## src/rtl/fetch_redirect_ctrl_pkg.sv

```systemverilog
// rtl/fetch_redirect_ctrl_pkg.sv - shared types and constants for the fetch redirect sequencer
package fetch_ctrl_pkg;

    localparam int CAUSE_W = 4;

    typedef enum logic [1:0] {
        RUN   = 2'd0,
        FLUSH = 2'd1,
        HALT  = 2'd2
    } fetch_ctrl_state_e;

    typedef enum logic [2:0] {
        SRC_NONE = 3'd0,
        SRC_TRAP = 3'd1,
        SRC_BR   = 3'd2,
        SRC_IRQ  = 3'd3,
        SRC_DBG  = 3'd4
    } redirect_src_e;

endpackage

```

## src/rtl/fetch_redirect_ctrl_if.sv

```systemverilog
// rtl/fetch_redirect_ctrl_if.sv - request/response bundle between core control and the fetch sequencer
interface fetch_redirect_ctrl_if
    import fetch_ctrl_pkg::*;
#(
    parameter int ADDR_W = 15
);
    logic               stall_req;
    logic               icache_miss;
    logic [ADDR_W-1:0]  fetch_pc;
    logic               br_valid;
    logic [ADDR_W-1:0]  br_target;
    logic               trap_valid;
    logic [CAUSE_W-1:0] trap_cause;
    logic               irq_req;
    logic               irq_en;
    logic               halt_req;
    logic               resume_req;
    logic               dbg_pc_valid;
    logic [ADDR_W-1:0]  dbg_pc;

    logic               fetch_clk_en;
    logic               fetch_write_en;
    logic [ADDR_W-1:0]  fetch_data_in;
    logic               flush;
    logic [ADDR_W-1:0]  epc;
    logic               irq_ack;
    logic               halted;

    modport master (
        output stall_req, icache_miss, fetch_pc, br_valid, br_target,
               trap_valid, trap_cause, irq_req, irq_en, halt_req,
               resume_req, dbg_pc_valid, dbg_pc,
        input  fetch_clk_en, fetch_write_en, fetch_data_in, flush, epc,
               irq_ack, halted
    );

    modport slave (
        input  stall_req, icache_miss, fetch_pc, br_valid, br_target,
               trap_valid, trap_cause, irq_req, irq_en, halt_req,
               resume_req, dbg_pc_valid, dbg_pc,
        output fetch_clk_en, fetch_write_en, fetch_data_in, flush, epc,
               irq_ack, halted
    );

endinterface

```

## src/rtl/fetch_redirect_ctrl_redirect_prio_mux.sv

```systemverilog
// rtl/fetch_redirect_ctrl_redirect_prio_mux.sv - picks the winning redirect source and its target PC
// The interrupt leg exists only when FETCH_REDIRECT_IRQ_EN is defined.
module redirect_prio_mux
    import fetch_ctrl_pkg::*;
#(
    parameter int                ADDR_W   = 15,
    parameter logic [ADDR_W-1:0] TRAP_VEC = 'h0004,
    parameter logic [ADDR_W-1:0] IRQ_VEC  = 'h0040
) (
    input  fetch_ctrl_state_e  i_state,
    input  logic               i_trap_valid,
    input  logic [CAUSE_W-1:0] i_trap_cause,
    input  logic               i_br_valid,
    input  logic [ADDR_W-1:0]  i_br_target,
    input  logic               i_irq_valid,
    input  logic               i_dbg_valid,
    input  logic [ADDR_W-1:0]  i_dbg_pc,
    output redirect_src_e      o_src,
    output logic [ADDR_W-1:0]  o_target
);

    logic [ADDR_W-1:0] w_trap_target;

    // Cause is a word index into the vector table; the sum wraps at ADDR_W.
    assign w_trap_target = TRAP_VEC + ADDR_W'({i_trap_cause, 2'b00});

`ifndef FETCH_REDIRECT_IRQ_EN
    logic [ADDR_W:0] w_unused_irq;
    assign w_unused_irq = {i_irq_valid, IRQ_VEC};
`endif

    always_comb begin
        o_src = SRC_NONE;
        case (i_state)
            RUN: begin
                if (i_trap_valid)
                    o_src = SRC_TRAP;
                else if (i_br_valid)
                    o_src = SRC_BR;
`ifdef FETCH_REDIRECT_IRQ_EN
                else if (i_irq_valid)
                    o_src = SRC_IRQ;
`endif
            end
            FLUSH: begin
                if (i_trap_valid)
                    o_src = SRC_TRAP;
            end
            HALT: begin
                if (i_dbg_valid)
                    o_src = SRC_DBG;
            end
            default: o_src = SRC_NONE;
        endcase
    end

    always_comb begin
        o_target = '0;
        case (o_src)
            SRC_TRAP: o_target = w_trap_target;
            SRC_BR:   o_target = i_br_target;
`ifdef FETCH_REDIRECT_IRQ_EN
            SRC_IRQ:  o_target = IRQ_VEC;
`endif
            SRC_DBG:  o_target = i_dbg_pc;
            default:  o_target = '0;
        endcase
    end

endmodule

```

## src/rtl/fetch_redirect_ctrl.sv

```systemverilog
// rtl/fetch_redirect_ctrl.sv - fetch-stage sequencer: PC advance, stall, redirect arbitration and flush
// Optional interrupt redirect path enabled by defining FETCH_REDIRECT_IRQ_EN.
module fetch_redirect_ctrl
    import fetch_ctrl_pkg::*;
#(
    parameter int                ADDR_W       = 15,
    parameter int                FLUSH_CYCLES = 2,
    parameter logic [ADDR_W-1:0] TRAP_VEC     = 'h0004,
    parameter logic [ADDR_W-1:0] IRQ_VEC      = 'h0040
) (
    input  logic                 clk,
    input  logic                 async_rst_n,
    fetch_redirect_ctrl_if.slave bus
);

    localparam logic [3:0] FLUSH_LOAD = 4'(FLUSH_CYCLES - 1);

    fetch_ctrl_state_e r_state;
    fetch_ctrl_state_e w_state_nxt;
    logic [3:0]        r_flush_cnt;
    logic [ADDR_W-1:0] r_epc;

    redirect_src_e     w_src;
    logic [ADDR_W-1:0] w_target;
    logic              w_irq_valid;
    logic              w_redirect;
    logic              w_flush_load;
    logic              w_epc_load;

    logic              w_clk_en;
    logic              w_write_en;
    logic [ADDR_W-1:0] w_data;
    logic              w_flush;
    logic              w_irq_ack;
    logic              w_halted;

    logic              w_unused_miss;
    assign w_unused_miss = bus.icache_miss;

`ifdef FETCH_REDIRECT_IRQ_EN
    assign w_irq_valid = bus.irq_req & bus.irq_en;
`else
    logic w_unused_irq;
    assign w_unused_irq = bus.irq_req | bus.irq_en;
    assign w_irq_valid  = 1'b0;
`endif

    redirect_prio_mux #(
        .ADDR_W   (ADDR_W),
        .TRAP_VEC (TRAP_VEC),
        .IRQ_VEC  (IRQ_VEC)
    ) u_prio_mux (
        .i_state      (r_state),
        .i_trap_valid (bus.trap_valid),
        .i_trap_cause (bus.trap_cause),
        .i_br_valid   (bus.br_valid),
        .i_br_target  (bus.br_target),
        .i_irq_valid  (w_irq_valid),
        .i_dbg_valid  (bus.dbg_pc_valid),
        .i_dbg_pc     (bus.dbg_pc),
        .o_src        (w_src),
        .o_target     (w_target)
    );

    assign w_redirect   = (w_src != SRC_NONE);
    assign w_flush_load = (w_src == SRC_TRAP) || (w_src == SRC_BR) || (w_src == SRC_IRQ);
    assign w_epc_load   = (w_src == SRC_TRAP) || (w_src == SRC_IRQ);

    always_ff @(posedge clk or negedge async_rst_n) begin
        if (!async_rst_n)
            r_state <= RUN;
        else
            r_state <= w_state_nxt;
    end

    always_comb begin
        w_state_nxt = r_state;
        case (r_state)
            RUN: begin
                if (w_flush_load)
                    w_state_nxt = FLUSH;
                else if (bus.halt_req)
                    w_state_nxt = HALT;
            end
            FLUSH: begin
                if (w_flush_load)
                    w_state_nxt = FLUSH;
                else if (r_flush_cnt == 4'd0)
                    w_state_nxt = RUN;
            end
            HALT: begin
                if (!bus.dbg_pc_valid && bus.resume_req)
                    w_state_nxt = RUN;
            end
            default: w_state_nxt = RUN;
        endcase
    end

    // Flush length is counted in clocks, not fetch advances, so stall does not stretch it.
    always_ff @(posedge clk or negedge async_rst_n) begin
        if (!async_rst_n) begin
            r_flush_cnt <= 4'd0;
            r_epc       <= '0;
        end else begin
            if (w_flush_load)
                r_flush_cnt <= FLUSH_LOAD;
            else if (r_state == FLUSH && r_flush_cnt != 4'd0)
                r_flush_cnt <= r_flush_cnt - 4'd1;
            if (w_epc_load)
                r_epc <= bus.fetch_pc;
        end
    end

    // Outputs are combinational, so they must be forced low while reset is held.
    always_comb begin
        w_clk_en   = 1'b0;
        w_write_en = 1'b0;
        w_data     = '0;
        w_flush    = 1'b0;
        w_irq_ack  = 1'b0;
        w_halted   = 1'b0;
        if (async_rst_n) begin
            w_write_en = w_redirect;
            w_data     = w_redirect ? w_target : '0;
            w_irq_ack  = (w_src == SRC_IRQ);
            case (r_state)
                RUN:     w_clk_en = !bus.halt_req && !bus.stall_req;
                FLUSH: begin
                    w_flush  = 1'b1;
                    w_clk_en = !bus.stall_req;
                end
                HALT:    w_halted = 1'b1;
                default: w_clk_en = 1'b0;
            endcase
            if (w_redirect)
                w_clk_en = 1'b1;
        end
    end

    assign bus.fetch_clk_en   = w_clk_en;
    assign bus.fetch_write_en = w_write_en;
    assign bus.fetch_data_in  = w_data;
    assign bus.flush          = w_flush;
    assign bus.epc            = r_epc;
    assign bus.irq_ack        = w_irq_ack;
    assign bus.halted         = w_halted;

endmodule
```

## src/flat_wrapper.sv

```systemverilog
// flat-port wrapper written by rule: the top's interface ports become plain ports
module fetch_redirect_ctrl_flat import fetch_ctrl_pkg::*;
#(
    parameter int                ADDR_W       = 15,
    parameter int                FLUSH_CYCLES = 2,
    parameter logic [ADDR_W-1:0] TRAP_VEC     = 'h0004,
    parameter logic [ADDR_W-1:0] IRQ_VEC      = 'h0040
)
  (clk, async_rst_n, bus_stall_req, bus_icache_miss, bus_fetch_pc, bus_br_valid, bus_br_target, bus_trap_valid, bus_trap_cause, bus_irq_req, bus_irq_en, bus_halt_req, bus_resume_req, bus_dbg_pc_valid, bus_dbg_pc, bus_fetch_clk_en, bus_fetch_write_en, bus_fetch_data_in, bus_flush, bus_epc, bus_irq_ack, bus_halted);
  fetch_redirect_ctrl_if #(.ADDR_W(ADDR_W)) bus_i ();
  input  logic clk;
  input  logic async_rst_n;
  input wire logic [$bits(bus_i.stall_req)-1:0] bus_stall_req;
  input wire logic [$bits(bus_i.icache_miss)-1:0] bus_icache_miss;
  input wire logic [$bits(bus_i.fetch_pc)-1:0] bus_fetch_pc;
  input wire logic [$bits(bus_i.br_valid)-1:0] bus_br_valid;
  input wire logic [$bits(bus_i.br_target)-1:0] bus_br_target;
  input wire logic [$bits(bus_i.trap_valid)-1:0] bus_trap_valid;
  input wire logic [$bits(bus_i.trap_cause)-1:0] bus_trap_cause;
  input wire logic [$bits(bus_i.irq_req)-1:0] bus_irq_req;
  input wire logic [$bits(bus_i.irq_en)-1:0] bus_irq_en;
  input wire logic [$bits(bus_i.halt_req)-1:0] bus_halt_req;
  input wire logic [$bits(bus_i.resume_req)-1:0] bus_resume_req;
  input wire logic [$bits(bus_i.dbg_pc_valid)-1:0] bus_dbg_pc_valid;
  input wire logic [$bits(bus_i.dbg_pc)-1:0] bus_dbg_pc;
  output wire logic [$bits(bus_i.fetch_clk_en)-1:0] bus_fetch_clk_en;
  output wire logic [$bits(bus_i.fetch_write_en)-1:0] bus_fetch_write_en;
  output wire logic [$bits(bus_i.fetch_data_in)-1:0] bus_fetch_data_in;
  output wire logic [$bits(bus_i.flush)-1:0] bus_flush;
  output wire logic [$bits(bus_i.epc)-1:0] bus_epc;
  output wire logic [$bits(bus_i.irq_ack)-1:0] bus_irq_ack;
  output wire logic [$bits(bus_i.halted)-1:0] bus_halted;
  assign bus_i.stall_req = bus_stall_req;
  assign bus_i.icache_miss = bus_icache_miss;
  assign bus_i.fetch_pc = bus_fetch_pc;
  assign bus_i.br_valid = bus_br_valid;
  assign bus_i.br_target = bus_br_target;
  assign bus_i.trap_valid = bus_trap_valid;
  assign bus_i.trap_cause = bus_trap_cause;
  assign bus_i.irq_req = bus_irq_req;
  assign bus_i.irq_en = bus_irq_en;
  assign bus_i.halt_req = bus_halt_req;
  assign bus_i.resume_req = bus_resume_req;
  assign bus_i.dbg_pc_valid = bus_dbg_pc_valid;
  assign bus_i.dbg_pc = bus_dbg_pc;
  assign bus_fetch_clk_en = bus_i.fetch_clk_en;
  assign bus_fetch_write_en = bus_i.fetch_write_en;
  assign bus_fetch_data_in = bus_i.fetch_data_in;
  assign bus_flush = bus_i.flush;
  assign bus_epc = bus_i.epc;
  assign bus_irq_ack = bus_i.irq_ack;
  assign bus_halted = bus_i.halted;
  fetch_redirect_ctrl #(.ADDR_W(ADDR_W), .FLUSH_CYCLES(FLUSH_CYCLES), .TRAP_VEC(TRAP_VEC), .IRQ_VEC(IRQ_VEC)) u_core (.clk(clk), .async_rst_n(async_rst_n), .bus(bus_i));
endmodule
```

## config.mk

```make
export PLATFORM = sky130hd
export DESIGN_NAME = fetch_redirect_ctrl_flat
export DESIGN_NICKNAME = d
export VERILOG_FILES = /design/src/rtl/fetch_redirect_ctrl_pkg.sv /design/src/rtl/fetch_redirect_ctrl_if.sv /design/src/rtl/fetch_redirect_ctrl_redirect_prio_mux.sv /design/src/rtl/fetch_redirect_ctrl.sv /design/src/flat_wrapper.sv
export SDC_FILE = /design/constraint.sdc
export NUM_CORES = 1
export LEC_CHECK = 0
export ABC_AREA = 1
export CAP_MARGIN = 20
export CORE_MARGIN = 2
export CORE_UTILIZATION = 31
export CTS_CLUSTER_DIAMETER = 100
export CTS_CLUSTER_SIZE = 10
export DETAILED_ROUTE_END_ITERATION = 10
export PLACE_DENSITY = 0.77
export SYNTH_ARGS = -nofsm -noshare
export SYNTH_HDL_FRONTEND = slang
export SYNTH_SLANG_ARGS = --single-unit
```

## constraint.sdc

```tcl
create_clock -name clk -period 1.1 [get_ports clk]
set_clock_uncertainty 0.1 [all_clocks]
set_input_delay 0.11 -clock clk [delete_from_list [all_inputs] [get_ports clk]]
set_output_delay 0.11 -clock clk [all_outputs]
set_load 0.01 [all_outputs]
```

After elaboration in Yosys (flattened, before gate mapping)
Cells that the tools add are included.
Storage, ports and cells
  bits in registers: 21
  bits in latches: 0
  bits in writable memories: 0
  bits in read-only memories: 0
  bits of input ports: 60
  logic and storage cells: 54
  memories: 0
Cells by class
  $add $sub $neg: 2
  multiply operators: 0
  div/mod/pow operators: 0
  $lt $le $gt $ge: 0
  equal/unequal tests: 9
  shift operators: 0
  muxes and demuxes: 25
  bitwise gates (word level): 0
  reductions and logical operators: 15
Operator list (count)
  $pmux 15 s3: 1
  $mux 15: 2
  $mux 2: 7
  $mux 1: 9
  $pmux 3 s3: 1
  $mux 4: 2
  $add 3x6->7 const A: 1
  $eq 3x2->1 const B: 2
  $pmux 2 s3: 1
  $logic_not 4->1: 1
  $reduce_bool 4->1: 1
  $sub 4x1->4 const B: 1
  $eq 3x1->1 const B: 1
  $eq 3x3->1 const B: 1
  $logic_and 1x1->1: 3
  $logic_not 1->1: 3
  $logic_or 1x1->1: 3
  $mux 3: 1
  $ne 3x1->1 const B: 1
  $ne 3x2->1 const B: 1
  $reduce_and 3->1: 1
  $reduce_bool 3->1: 1
  $eq 2x1->1 const B: 1
  $eq 2x2->1 const B: 1
  other kinds (4): 4

Depth between registers and ports, before layout
Gate-level depths: netlist of the first run.
  depth in word-level cells: 8
  depth in mapped cells: 8
  gate-level depth less buffers: 8

Cells and area by module
Synthesis of the first run repeated with hierarchy kept, for this count alone.
Unflattened totals
  cells, all modules: 195
  area total of the unflattened synthesis: 1427.6 µm²
By module, submodules not included
  fetch_redirect_ctrl: instances 1, cells an instance 121, area an instance 1103.6 µm²
  redirect_prio_mux: instances 1, cells an instance 74, area an instance 324.1 µm²

Worst setup path after synthesis of the first run
No wires, ideal clock.
  path kind: register -> output
  start point: register u_core.r_state[0]
  end point: output bus_fetch_data_in[0]
  arrival time: 1.128 ns
  data required time: 0.890 ns
  setup slack: -0.238 ns
  stages on the path, launching flop included: 7
  path buffers: 1
  cells stage by stage: dfrtp_1 -> nor2_2 -> nand2_1 -> inv_2 -> buf_4 -> nand2_1 -> a21oi_1
Between the ends
  cells in the longest elaborated chain, start to end: 6
  elaborated cells on any way between the ends: 11
  classes of those cells: eq/ne: 5; mux: 4; reduce/logical: 2
Ends and longest elaborated chain
  start: declaration: RTL line fetch_redirect_ctrl.sv:18  | fetch_ctrl_state_e r_state;
  start signal: assignment: RTL line fetch_redirect_ctrl.sv:73  | r_state <= w_state_nxt;
  $eq 2x2->1 (tied with other cells): RTL line fetch_redirect_ctrl_redirect_prio_mux.sv:34  | case (i_state)
  $pmux 3 s3 (*): RTL line fetch_redirect_ctrl_redirect_prio_mux.sv:34
  $eq 3x3->1 (tied with other cells): RTL line fetch_redirect_ctrl_redirect_prio_mux.sv:59  | case (o_src)
  $pmux 15 s3: RTL line fetch_redirect_ctrl_redirect_prio_mux.sv:59
  $mux 15 (*): RTL line fetch_redirect_ctrl.sv:124  | w_data = w_redirect ? w_target : '0;
  $mux 15 (*): RTL line fetch_redirect_ctrl.sv:122  | if (async_rst_n) begin
  end: declaration: RTL line flat_wrapper.sv:28  | output wire logic [$bits(bus_i.fetch_data_in)-1:0] bus_fetch_data_in;
Every way passes the cells marked *; elsewhere a longest branch is shown, timed or not.

Worst setup path after layout of the first run
  start point: register u_core.r_state[1]
  end point: output bus_fetch_data_in[6]
Same word-level chain as after synthesis.

==> results of run 1 <==
-- state kept, by name, indices dropped and copies added, names as in the netlist --
name                cells
u_core.bus.epc         15
u_core.r_state          2
u_core.r_flush_cnt      4
-- synthesized netlist by cell type (2+ instances only) --
| library cell | count | area share (%) |
|---|---|---|
| sky130_fd_sc_hd__nand2_1 | 93 | 27 |
| sky130_fd_sc_hd__nor2_1 | 10 | 2.9 |
| sky130_fd_sc_hd__inv_2 | 5 | 1.4 |
| sky130_fd_sc_hd__buf_4 | 2 | 1.2 |
| sky130_fd_sc_hd__a21oi_2 | 2 | 1.3 |
| sky130_fd_sc_hd__a21oi_1 | 11 | 4.2 |
| sky130_fd_sc_hd__buf_6 | 2 | 1.7 |
| sky130_fd_sc_hd__inv_1 | 14 | 4.0 |
| sky130_fd_sc_hd__nor2_2 | 4 | 1.9 |
| sky130_fd_sc_hd__ha_1 | 2 | 1.9 |
| sky130_fd_sc_hd__buf_2 | 2 | 0.77 |
| sky130_fd_sc_hd__nand3_1 | 8 | 3.1 |
| sky130_fd_sc_hd__o21ai_1 | 2 | 0.77 |
| sky130_fd_sc_hd__o21ai_0 | 3 | 1.2 |
| sky130_fd_sc_hd__dfrtp_1 | 21 | 40 |
| sky130_fd_sc_hd__nand4_1 | 3 | 1.4 |
-- report_power, final --
part / switching (mW) / internal (mW) / total, mW
Combinational: 0.846 / 0.964 / 1.81
Sequential: 0.107 / 0.913 / 1.02
Clock: 0.226 / 0.257 / 0.483
Total: 1.18 / 2.13 / 3.31
-- final cells by class --
class                   instances  area [µm²]
inverters                      19        83.8
fillers                       317        1150
repair buffers                137        1260
clock buffers                   4        45.0
multi-input cells             146         906
well taps                      50        62.6
flip-flops and latches         21         528
-- worst max-delay path by stage --
stage                       from                     to  slack (ns)
2_1_floorplan  u_core.r_state[1]  bus_fetch_data_in[10]       -0.19
3_3_place_gp      bus_trap_valid   bus_fetch_data_in[4]       -0.93
3_5_place_dp      bus_trap_valid   bus_fetch_data_in[4]       -0.98
4_1_cts        u_core.r_state[1]   bus_fetch_data_in[4]       -0.60
5_1_grt        u_core.r_state[1]   bus_fetch_data_in[6]       -0.70
6_report       u_core.r_state[1]   bus_fetch_data_in[6]       -0.63
-- per-stage QoR --
| step | util [%] | worst slack (ns) |
|---|---|---|
| after floorplan | - | -0.194 |
| after global placement | 63.0 | -0.929 |
| after detailed placement | 63.0 | -0.978 |
| after CTS | 68.7 | -0.600 |
| after global routing | 71.5 | -0.698 |
| final | 71.5 | -0.629 |
-- metal layers --
metal	part of all wire [%]	global-route usage [%]	routed length (µm)
met3	13	6.01	654
met2	52	39.5	2670
met1	34	19.8	1770
met4	1.3	6.37	65
met5	0	0	0
-- kinds of logic after synthesis --
family	count (synthesis)	share of synthesized area [%]
and+or+nand+nor	121	38.0
buffers and inverters	26	9.44
AOI/OAI and AO/OA	21	9.25
DFF	21	40.5
adders and majority gates	2	1.93
xor gates and xnor gates	1	0.674
other	1	0.289
-- worst max-delay path: stages (launching register included) --
cell and delay [ns]:
sky130_fd_sc_hd__dfrtp_2 0.44, sky130_fd_sc_hd__buf_6 0.13, sky130_fd_sc_hd__nand2_4 0.08, sky130_fd_sc_hd__nor2_4 0.05, sky130_fd_sc_hd__buf_12 0.13, sky130_fd_sc_hd__nand2_1 0.06
sky130_fd_sc_hd__nand2_1 0.06, sky130_fd_sc_hd__o21ai_1 0.13, sky130_fd_sc_hd__inv_1 0.06, sky130_fd_sc_hd__buf_6 0.12
-- what timing repair did --
action | in CTS | in global routing
pin swaps | 6 | 19
gates cloned | 2 | 0
buffers inserted | 9 | 8
setup endpoints to repair | 55 | 55
resized for setup | 153 | 69
==> impl_results.rst, run 1 <==
.. list-table::
   :header-rows: 1

   * - Metric
     - Value
   * - Dominant synthesized flop cell
     - sky130_fd_sc_hd__dfrtp_1
   * - I/O pin cnt
     - between 90 and 100
   * - Via count of the first global-routing pass
     - ~1,700
   * - Initial cell density of the core
     - between 30% and 40%
   * - Violations in the final reports
     - negative setup slack
   * - Number of slew-limit violations in the final report
     - 0
   * - Hold buffers post-CTS
     - 0
   * - IR Drop Worst-Case VDD
     - 0.000978 V
   * - Residual DRC
     - 0
   * - Number of clock sinks
     - 21
   * - Final critical-path setup slack
     - -0.629 ns
   * - Largest fanout on the critical path
     - 10
   * - Total number of H-tree levels
     - 1
   * - Total global routing overflow
     - 0
   * - Worst setup slack for register-to-register paths
     - -0.53 ns
   * - Depth of the worst register-to-register path
     - 9
   * - Overall power after layout
     - approximately 3.3 mW
   * - Growth of design area from synthesis to finish
     - 122%
   * - Areal power density over the cells
     - approximately 1100 nW/µm²
   * - Number of antenna diodes
     - 0
   * - Inserted Clock Buffers
     - 3
   * - Setup repair after global routing missed its margin
     - true
   * - DRT iter0 DRCs
     - 49
   * - Leakage power total
     - 1.44 nW
   * - Worst Path Class, Setup
     - reg -> out
   * - Highest clock rate
     - about 0.58 GHz
   * - Via-per-instance ratio
     - 4.68
   * - Sequential area share after synthesis
     - 40.5%
   * - Cell at the root of the clock tree
     - sky130_fd_sc_hd__clkbuf_8
   * - Final Setup Violations
     - 40
   * - Final cell area excluding filler cells
     - between 2000 and 3000 µm²
   * - Crit path arrival time
     - roughly 1.5 ns
   * - Outcome
     - finished, violations left
   * - Post-route non-filler standard cell count
     - between 300 and 400
   * - Class of the tightest hold or removal check
     - in -> async
   * - HPWL after detailed placement
     - 3480 µm
   * - Clock slew seen by the registers of the worst setup and hold paths
     - 0.07 ns
   * - Clock tree from TritonCTS
     - done
   * - Most common library cell in the layout ignoring fill and taps
     - sky130_fd_sc_hd__clkdlybuf4s50_1
   * - Horizontal extent of the die
     - between 60 and 70 µm
   * - Maximum number of pins on one net before global-route repair
     - 14
   * - Maximum buffer depth of the clock tree
     - 2
   * - Number of enable flip-flop cells after synthesis
     - 0
   * - Avg Cell Area, Syn
     - 6.73 µm²
   * - Worst R2R End
     - u_core.r_state[1]
   * - Cell area after synthesis
     - around 1300 µm²
   * - Number of warnings reported in the yosys synthesis log
     - 0
   * - Worst skew pair latency
     - approximately 0.25 ns
   * - Die Outline Area
     - around 4700 µm²
   * - Max_cap viols
     - 0
   * - Row Count
     - 23
   * - Proportion of layout cells with a drive suffix above 1
     - 49.2%
   * - IO buf count
     - 90
   * - Final hold violations
     - 0
   * - Post-DP Area
     - ~2500 µm²
   * - Startpoint of the lowest-slack register-to-register path
     - u_core.r_state[1]
   * - Overall global routing resource usage
     - approximately a fifth
   * - Die extent in y
     - 68.7 µm
   * - Gate count of the mapped netlist
     - around 190
   * - Weighted congestion reported at the end of routability-driven placement
     - 0.818
   * - Antenna violations before repair
     - 0
   * - Ratio of final minimum period to clock period
     - 157%
   * - Kind of end point of the critical path
     - output pin
   * - Fin nets
     - 390
   * - Startpoint type of the worst setup path
     - flop
   * - Placed instance count
     - approximately 360
   * - Global-route wire length before repair
     - ~7000 µm
   * - Min Clock Period, post-route
     - 1.73 ns
   * - Leading cell types in the layout, fill and taps excluded
     - 56 x sky130_fd_sc_hd__clkdlybuf4s50_1, 54 x sky130_fd_sc_hd__nand2_1, 32 x sky130_fd_sc_hd__nand2_2, 27 x sky130_fd_sc_hd__buf_4
   * - Distinct cell type count after synthesis
     - 25
   * - Number of nets still failing antenna checks after routing
     - 0
   * - Final total negative setup slack
     - -16.99 ns
   * - Detailed Route WL
     - slightly above 5000 µm
   * - Pre-Repair DR Iteration Count
     - 4
   * - Share of flip-flops with an asynchronous set or reset
     - 100%
   * - Worst endpoint required time
     - 0.89 ns
   * - Net count of the mapped netlist
     - 255
   * - Detailed-route wire length per cell
     - between 10 and 15 µm
   * - Hold slack
     - 0.121 ns
   * - Total number of vias
     - 1,764
   * - Core Region
     - ~4000 µm²
   * - Synthesis-stage register bit count
     - 21
No activity file was read; power rests on OpenSTA's default activity.
==> inputs of run 2 (changes only) <==
--- a/config.mk
+++ b/config.mk
@@ -8,11 +8,12 @@
 export ABC_AREA = 1
 export CAP_MARGIN = 20
 export CORE_MARGIN = 2
-export CORE_UTILIZATION = 31
+export CORE_UTILIZATION = 34
 export CTS_CLUSTER_DIAMETER = 100
 export CTS_CLUSTER_SIZE = 10
 export DETAILED_ROUTE_END_ITERATION = 10
-export PLACE_DENSITY = 0.77
+export PLACE_DENSITY = 0.8
 export SYNTH_ARGS = -nofsm -noshare
 export SYNTH_HDL_FRONTEND = slang
 export SYNTH_SLANG_ARGS = --single-unit
+export TNS_END_PERCENT = 10
==> constraint.sdc (replaced) <==
create_clock -name clk -period 1.72 [get_ports clk]
set_clock_uncertainty 0.1 [all_clocks]
set_input_delay 0.172 -clock clk [delete_from_list [all_inputs] [get_ports clk]]
set_output_delay 0.172 -clock clk [all_outputs]
set_load 0.01 [all_outputs]
==> run 2 against run 1 <==
Compared with the run above: the flow still finishes with violations (negative setup slack); power shrank 47%; critical path depth shrank 1; register-to-register slack gained 0.74 ns; cell count shrank 6.6%; non-clock buffer count shrank 23; hold slack lost 0.10 ns; die area shrank 8.3%; clock power shrank 35%; first-iteration DRC count grew 18%; sequential share of layout area grew 3.1 points; combinational power shrank 56%.
==> impl_results.rst, run 2 (synthesis gave the netlist of run 1 again) <==
.. list-table::
   :header-rows: 1

   * - Metric
     - Value
   * - Maximum buffer depth of the clock tree
     - 2
   * - Leakage power total
     - ~1.2 nW
   * - DRT iter0 DRCs
     - a little under 60
   * - Final Setup Violations
     - 17
   * - Areal power density over the cells
     - around 710 nW/µm²
   * - Post-route non-filler standard cell count
     - about 350
   * - Total number of vias
     - 1,577
   * - Proportion of layout cells with a drive suffix above 1
     - around 24%
   * - Max_cap viols
     - 0
   * - Depth of the worst register-to-register path
     - 8
   * - Min Clock Period, post-route
     - 1.85 ns
   * - Number of nets still failing antenna checks after routing
     - 0
   * - Horizontal extent of the die
     - between 60 and 70 µm
   * - Number of flip-flops in the largest register
     - 15
   * - Overall power after layout
     - around 1.8 mW
   * - IO buf count
     - 90
   * - Number of slew-limit violations in the final report
     - 0
   * - Ratio of final minimum period to clock period
     - 108%
   * - Weighted congestion reported at the end of routability-driven placement
     - a little under 0.8
   * - I/O pin cnt
     - between 90 and 100
   * - Worst setup slack for register-to-register paths
     - about 0.21 ns
   * - Detailed Route WL
     - slightly above 4000 µm
   * - Number of antenna diodes
     - 0
   * - Core Region
     - 3660 µm²
   * - Leading cell types in the layout, fill and taps excluded
     - 88 x sky130_fd_sc_hd__nand2_1, 70 x sky130_fd_sc_hd__clkdlybuf4s50_1, 19 x sky130_fd_sc_hd__buf_4, 19 x sky130_fd_sc_hd__dfrtp_1, 14 x sky130_fd_sc_hd__buf_2
   * - Cell chain of the critical path
     - inv_2 -> nand2_4 -> nor2_4 -> buf_12 -> buf_6 -> nand2_2 -> a21oi_1 -> buf_2
   * - Via-per-instance ratio
     - 4.48
   * - Global-route wire length before repair
     - roughly 6200 µm
   * - Largest fanout on the critical path
     - 5
   * - Post-DP Area
     - around 2300 µm²
   * - Inserted Clock Buffers
     - 3
   * - Startpoint of the lowest-slack register-to-register path
     - u_core.r_state[1]
   * - Cell at the root of the clock tree
     - sky130_fd_sc_hd__clkbuf_8
   * - Buf/Inv on CP
     - 4
   * - Max stage delay cell, worst path
     - sky130_fd_sc_hd__dfrtp_2
   * - Outcome
     - finished, violations left
   * - Growth of design area from synthesis to finish
     - 89.8%
   * - Highest clock rate
     - 0.540 GHz
   * - Pre-Repair DR Iteration Count
     - 4
   * - Worst endpoint required time
     - 1.45 ns
   * - Overall global routing resource usage
     - 18.3%
   * - Die extent in y
     - 65.8 µm
   * - Worst Path Class, Setup
     - reg -> out
   * - Final hold violations
     - 0
   * - Maximum number of pins on one net before global-route repair
     - 16
   * - Final critical-path setup slack
     - -0.132 ns
   * - Crit path arrival time
     - 1.58 ns
   * - Total global routing overflow
     - 0
   * - Total number of H-tree levels
     - 1
   * - Initial cell density of the core
     - between 30% and 40%
   * - Setup repair after global routing missed its margin
     - true
   * - Final cell area excluding filler cells
     - approximately 2500 µm²
   * - Pre-CTS setup slack
     - -0.438 ns
   * - Worst R2R End
     - u_core.r_flush_cnt[2]
   * - Residual DRC
     - 0
   * - Die Outline Area
     - between 4000 and 5000 µm²
   * - Clock tree from TritonCTS
     - done
   * - Detailed-route wire length per cell
     - between 10 and 15 µm
   * - Number of clock sinks
     - 21
   * - Final total negative setup slack
     - -1.15 ns
   * - Kind of end point of the critical path
     - output pin
   * - Most common library cell in the layout ignoring fill and taps
     - sky130_fd_sc_hd__nand2_1
   * - Worst skew pair latency
     - around 0.26 ns
   * - Via count of the first global-routing pass
     - 1,405
   * - Fin nets
     - between 300 and 400
   * - End-of-flow core utilization
     - 67.3%
   * - Slowest cell delay on critical path
     - ~0.45 ns
   * - Delay-heaviest family, CP
     - buffers and inverters
   * - Placed instance count
     - approximately 340
   * - Antenna violations before repair
     - 0
   * - Hold slack
     - 0.0198 ns
   * - Violations in the final reports
     - negative setup slack
   * - IR Drop Worst-Case VDD
     - between 0.0006 and 0.0007 V
   * - HPWL after detailed placement
     - 3160 µm
   * - Row Count
     - 22
   * - Class of the tightest hold or removal check
     - in -> async
   * - Startpoint type of the worst setup path
     - flop
   * - Clock slew seen by the registers of the worst setup and hold paths
     - around 0.07 ns
   * - Hold buffers post-CTS
     - 0
## run 2: layout make-up
type                            instances  area, µm²
Sequential cell                        21        528
Clock inverter                          1       5.00
Tap cell                               48       60.1
Fill cell                             335       1200
Clock buffer                            3       41.3
Timing Repair Buffer                  114       1050
Multi-Input combinational cell        146        702
Inverter                               19       80.1
## run 2: worst max-delay path by stage
| stage | endpoint | startpoint | slack (ns) | depth (start not counted) |
|---|---|---|---|---|
| 5_1_grt | bus_fetch_data_in[5] | u_core.r_state[0] | -0.20 | 7 |
| 4_1_cts | bus_fetch_data_in[2] | u_core.r_state[1] | -0.14 | 9 |
| 3_3_place_gp | bus_fetch_clk_en | bus_trap_valid | -0.42 | 8 |
| 2_1_floorplan | bus_fetch_data_in[0] | u_core.r_state[0] | 0.32 | 6 |
| 3_5_place_dp | bus_fetch_data_in[6] | bus_trap_valid | -0.44 | 8 |
| 6_report | bus_fetch_data_in[7] | u_core.r_state[0] | -0.13 | 8 |
## run 2: routing by layer
layer	track usage [%]	vias up	share of wire, %
met4	7.03	0	1.3
met3	5.62	4	11
li1	-	818	-
met1	21.0	683	41
met5	0	-	0
met2	31.7	72	46
## run 2: report_power, final
| group | total, mW | switching, mW | internal (mW) |
|---|---|---|---|
| combinational | 0.791 | 0.373 | 0.418 |
| sequential | 0.647 | 0.0638 | 0.584 |
| clock | 0.316 | 0.155 | 0.161 |
## run 2: what timing repair did
item / in CTS / in global routing
setup buffers: 1 / 5
pin swaps: 1 / 20
setup endpoints to repair: 19 / 17
resized for setup: 77 / 24
cloned: 0 / 1
==> inputs of run 3 (changes only) <==
--- a/config.mk
+++ b/config.mk
@@ -5,14 +5,13 @@
 export SDC_FILE = /design/constraint.sdc
 export NUM_CORES = 1
 export LEC_CHECK = 0
-export ABC_AREA = 1
 export CAP_MARGIN = 20
 export CORE_MARGIN = 2
-export CORE_UTILIZATION = 34
+export CORE_UTILIZATION = 35
 export CTS_CLUSTER_DIAMETER = 100
 export CTS_CLUSTER_SIZE = 10
 export DETAILED_ROUTE_END_ITERATION = 10
-export PLACE_DENSITY = 0.8
+export PLACE_DENSITY = 0.81
 export SYNTH_ARGS = -nofsm -noshare
 export SYNTH_HDL_FRONTEND = slang
 export SYNTH_SLANG_ARGS = --single-unit
==> run 3 against run 2 <==
Compared with the run above: critical path depth is 5 lower; critical path type unchanged; count of clock-buffer cells in the layout is 1 higher; via count is 8.8% lower; largest power group unchanged; critical endpoint is now bus_fetch_data_in[5]; first-iteration DRC count is 26% lower; die area is 0.67% lower; the run still ends with negative setup slack left; wire length is 3.5% higher.
==> impl_results.rst, run 3 <==
.. list-table::
   :header-rows: 1

   * - Metric
     - Value
   * - Synthesis-stage register bit count
     - 21
   * - Number of slew-limit violations in the final report
     - 0
   * - Clock tree from TritonCTS
     - done
   * - IO buf count
     - 90
   * - Global-route wire length before repair
     - 6370 µm
   * - Total number of H-tree levels
     - 1
   * - Weighted congestion reported at the end of routability-driven placement
     - 0.779
   * - Pre-Repair DR Iteration Count
     - 4
   * - Number of enable flip-flop cells after synthesis
     - 0
   * - Worst Path Class, Setup
     - reg -> out
   * - Leading cell types in the layout, fill and taps excluded
     - 70 x sky130_fd_sc_hd__clkdlybuf4s50_1, 20 x sky130_fd_sc_hd__buf_4, 20 x sky130_fd_sc_hd__dfrtp_1, 18 x sky130_fd_sc_hd__buf_2, 15 x sky130_fd_sc_hd__mux2_1
   * - Via count of the first global-routing pass
     - around 1,400
   * - Outcome
     - finished, violations left
   * - Sequential area share after synthesis
     - between 30% and 40%
   * - Post-route non-filler standard cell count
     - 290
   * - Cell at the root of the clock tree
     - sky130_fd_sc_hd__clkbuf_8
   * - Clock slew seen by the registers of the worst setup and hold paths
     - about 0.070 ns
   * - Number of clock sinks
     - 21
   * - Final total negative setup slack
     - -3.07 ns
   * - Initial cell density of the core
     - 36.3%
   * - Top cell type's share of synthesized area
     - around two fifths
   * - Cell type contributing the most total cell area after synthesis
     - sky130_fd_sc_hd__dfrtp_1
   * - Row Count
     - 22
   * - Count leader, synth
     - sky130_fd_sc_hd__dfrtp_1
   * - Startpoint of the lowest-slack register-to-register path
     - u_core.r_state[1]
   * - Die extent in y
     - between 60 and 70 µm
   * - Number of antenna diodes
     - 0
   * - Placed instance count
     - ~280
   * - Kind of end point of the critical path
     - output pin
   * - Min Clock Period, post-route
     - around 2 ns
   * - Total number of vias
     - between 1,000 and 1,500
   * - Max_cap viols
     - 0
   * - Distinct cell type count after synthesis
     - 42
   * - Largest fanout on the critical path
     - 6
   * - Violations in the final reports
     - negative setup slack
   * - Detailed-route wire length per cell
     - about 15 µm
   * - Inserted Clock Buffers
     - 3
   * - Residual DRC
     - 0
   * - Avg Cell Area, Syn
     - just over 10 µm²
   * - Final hold violations
     - 0
   * - Total global routing overflow
     - 0
   * - Detailed Route WL
     - 4250 µm
   * - Number of flip-flops in the largest register
     - 15
   * - Worst endpoint required time
     - between 1 and 1.5 ns
   * - Ratio of final minimum period to clock period
     - 115%
   * - Dominant synthesized flop cell
     - sky130_fd_sc_hd__dfrtp_1
   * - Number of warnings reported in the yosys synthesis log
     - 0
   * - IR Drop Worst-Case VDD
     - approximately 0.00076 V
   * - Final Setup Violations
     - 17
   * - Proportion of layout cells with a drive suffix above 1
     - between 30 and 40%
   * - Maximum number of pins on one net before global-route repair
     - 22
   * - I/O pin cnt
     - 95
   * - Gate count of the mapped netlist
     - about 130
   * - Leakage power total
     - roughly 1.1 nW
   * - End-of-flow core utilization
     - between 60 and 70%
   * - DRT iter0 DRCs
     - 43
   * - Worst skew pair latency
     - approximately 0.26 ns
   * - Dominant cells by area after synthesis
     - sky130_fd_sc_hd__dfrtp_1 40%, sky130_fd_sc_hd__mux2_1 13%, sky130_fd_sc_hd__a22oi_1 7.4%
   * - Via-per-instance ratio
     - a little under 5
   * - Pre-CTS setup slack
     - -0.640 ns
   * - Hold buffers post-CTS
     - 0
   * - Launch point of the worst path
     - u_core.r_state[1]
   * - Die Outline Area
     - around 4300 µm²
   * - Setup repair after global routing missed its margin
     - true
   * - Most common library cell in the layout ignoring fill and taps
     - sky130_fd_sc_hd__clkdlybuf4s50_1
   * - Growth of design area from synthesis to finish
     - 89.4%
   * - Overall global routing resource usage
     - roughly a fifth
   * - Leading post-synthesis cells by instance count
     - 21 x sky130_fd_sc_hd__dfrtp_1, 15 x sky130_fd_sc_hd__mux2_1, 13 x sky130_fd_sc_hd__a22oi_1
   * - Crit path arrival time
     - around 1.7 ns
   * - Class of the tightest hold or removal check
     - in -> async
   * - Number of nets still failing antenna checks after routing
     - 0
   * - Cell area after synthesis
     - roughly 1300 µm²
   * - Fin nets
     - around 310
   * - Maximum buffer depth of the clock tree
     - 2
   * - Startpoint type of the worst setup path
     - flop
   * - Areal power density over the cells
     - about 830 nW/µm²
   * - Net count of the mapped netlist
     - roughly 190
   * - HPWL after detailed placement
     - between 3000 and 4000 µm
   * - Horizontal extent of the die
     - around 66 µm
   * - Share of flip-flops with an asynchronous set or reset
     - between 90% and 100%
   * - Final critical-path setup slack
     - -0.257 ns
   * - Highest clock rate
     - 0.506 GHz
   * - Core Region
     - ~3700 µm²
   * - Antenna violations before repair
     - 0
run 3: worst max-delay path, cell delays in order, from the launching register on:
cell	delay, ns
sky130_fd_sc_hd__dfrtp_2	0.48
sky130_fd_sc_hd__or4_1	0.55
sky130_fd_sc_hd__a311oi_2	0.26
sky130_fd_sc_hd__buf_2	0.16
run 3: where the power goes:
group	switching, mW	internal, mW	total (mW)	leakage (nW)
Combinational	0.473	0.612	1.09	0.790
Clock	0.152	0.165	0.317	0.0228
Sequential	0.0873	0.609	0.697	0.248
Total	0.712	1.39	2.10	1.06
run 3: logic make-up after synthesis:
family / after synthesis / synth area share, %
AND/OR/NAND/NOR: 37 / 17.3
AO/OA/AOI/OAI: 35 / 20.0
flip-flops: 21 / 39.6
multiplexers: 16 / 13.6
buffers and inverters: 16 / 6.69
adder cells (fa/ha/maj): 2 / 1.88
other: 1 / 0.282
XOR/XNOR: 1 / 0.660
run 3: worst paths after layout:
check                                        endpoint  slack, ns  cells past startpoint
worst max-delay path             bus_fetch_data_in[5]      -0.26                      3
worst min-delay path                u_core.r_state[0]       0.33                      3
worst max register to register  u_core.r_flush_cnt[3]       0.01                      4
worst min register to register      u_core.bus.epc[5]       0.39                      1
max in group asynchronous           u_core.r_state[1]       0.96                      3
min in group clk                    u_core.bus.epc[5]       0.39                      1
run 3: routing by layer:
metal | part of all wire (%) | wire length, µm | vias to the layer above | GRT usage [%]
met5 | 0 | 0 | - | 0
met4 | 0.94 | 40 | 0 | 4.69
met3 | 5.3 | 224 | 4 | 4.11
met2 | 51 | 2180 | 47 | 33.5
met1 | 43 | 1810 | 671 | 23.8
li1 | - | - | 716 | -
run 3: final cells by class:
cell class | instances | area, µm²
Fill cell | 273 | 1150
Tap cell | 48 | 60.1
Sequential cell | 21 | 527
Multi-Input combinational cell | 92 | 795
Clock buffer | 4 | 45.0
Inverter | 7 | 28.8
Timing Repair Buffer | 118 | 1060
run 3: timing repair:
| action | in CTS | in global routing |
|---|---|---|
| buffers inserted | 4 | 1 |
| setup endpoints to repair | 19 | 20 |
| gates resized for setup | 99 | 8 |
| pin swaps | 2 | 4 |
| gates cloned | 1 | 0 |
run 3: metrics by stage:
step                      area [µm²]  total power, mW  hold slack (ns)
final                           2510             2.10            0.334
after global routing            2510             2.24            0.360
after CTS                       2520             2.12            0.341
after detailed placement        2410             1.70            0.374
after global placement          2410             1.68            0.369
after floorplan                 1330             1.17           -0.224
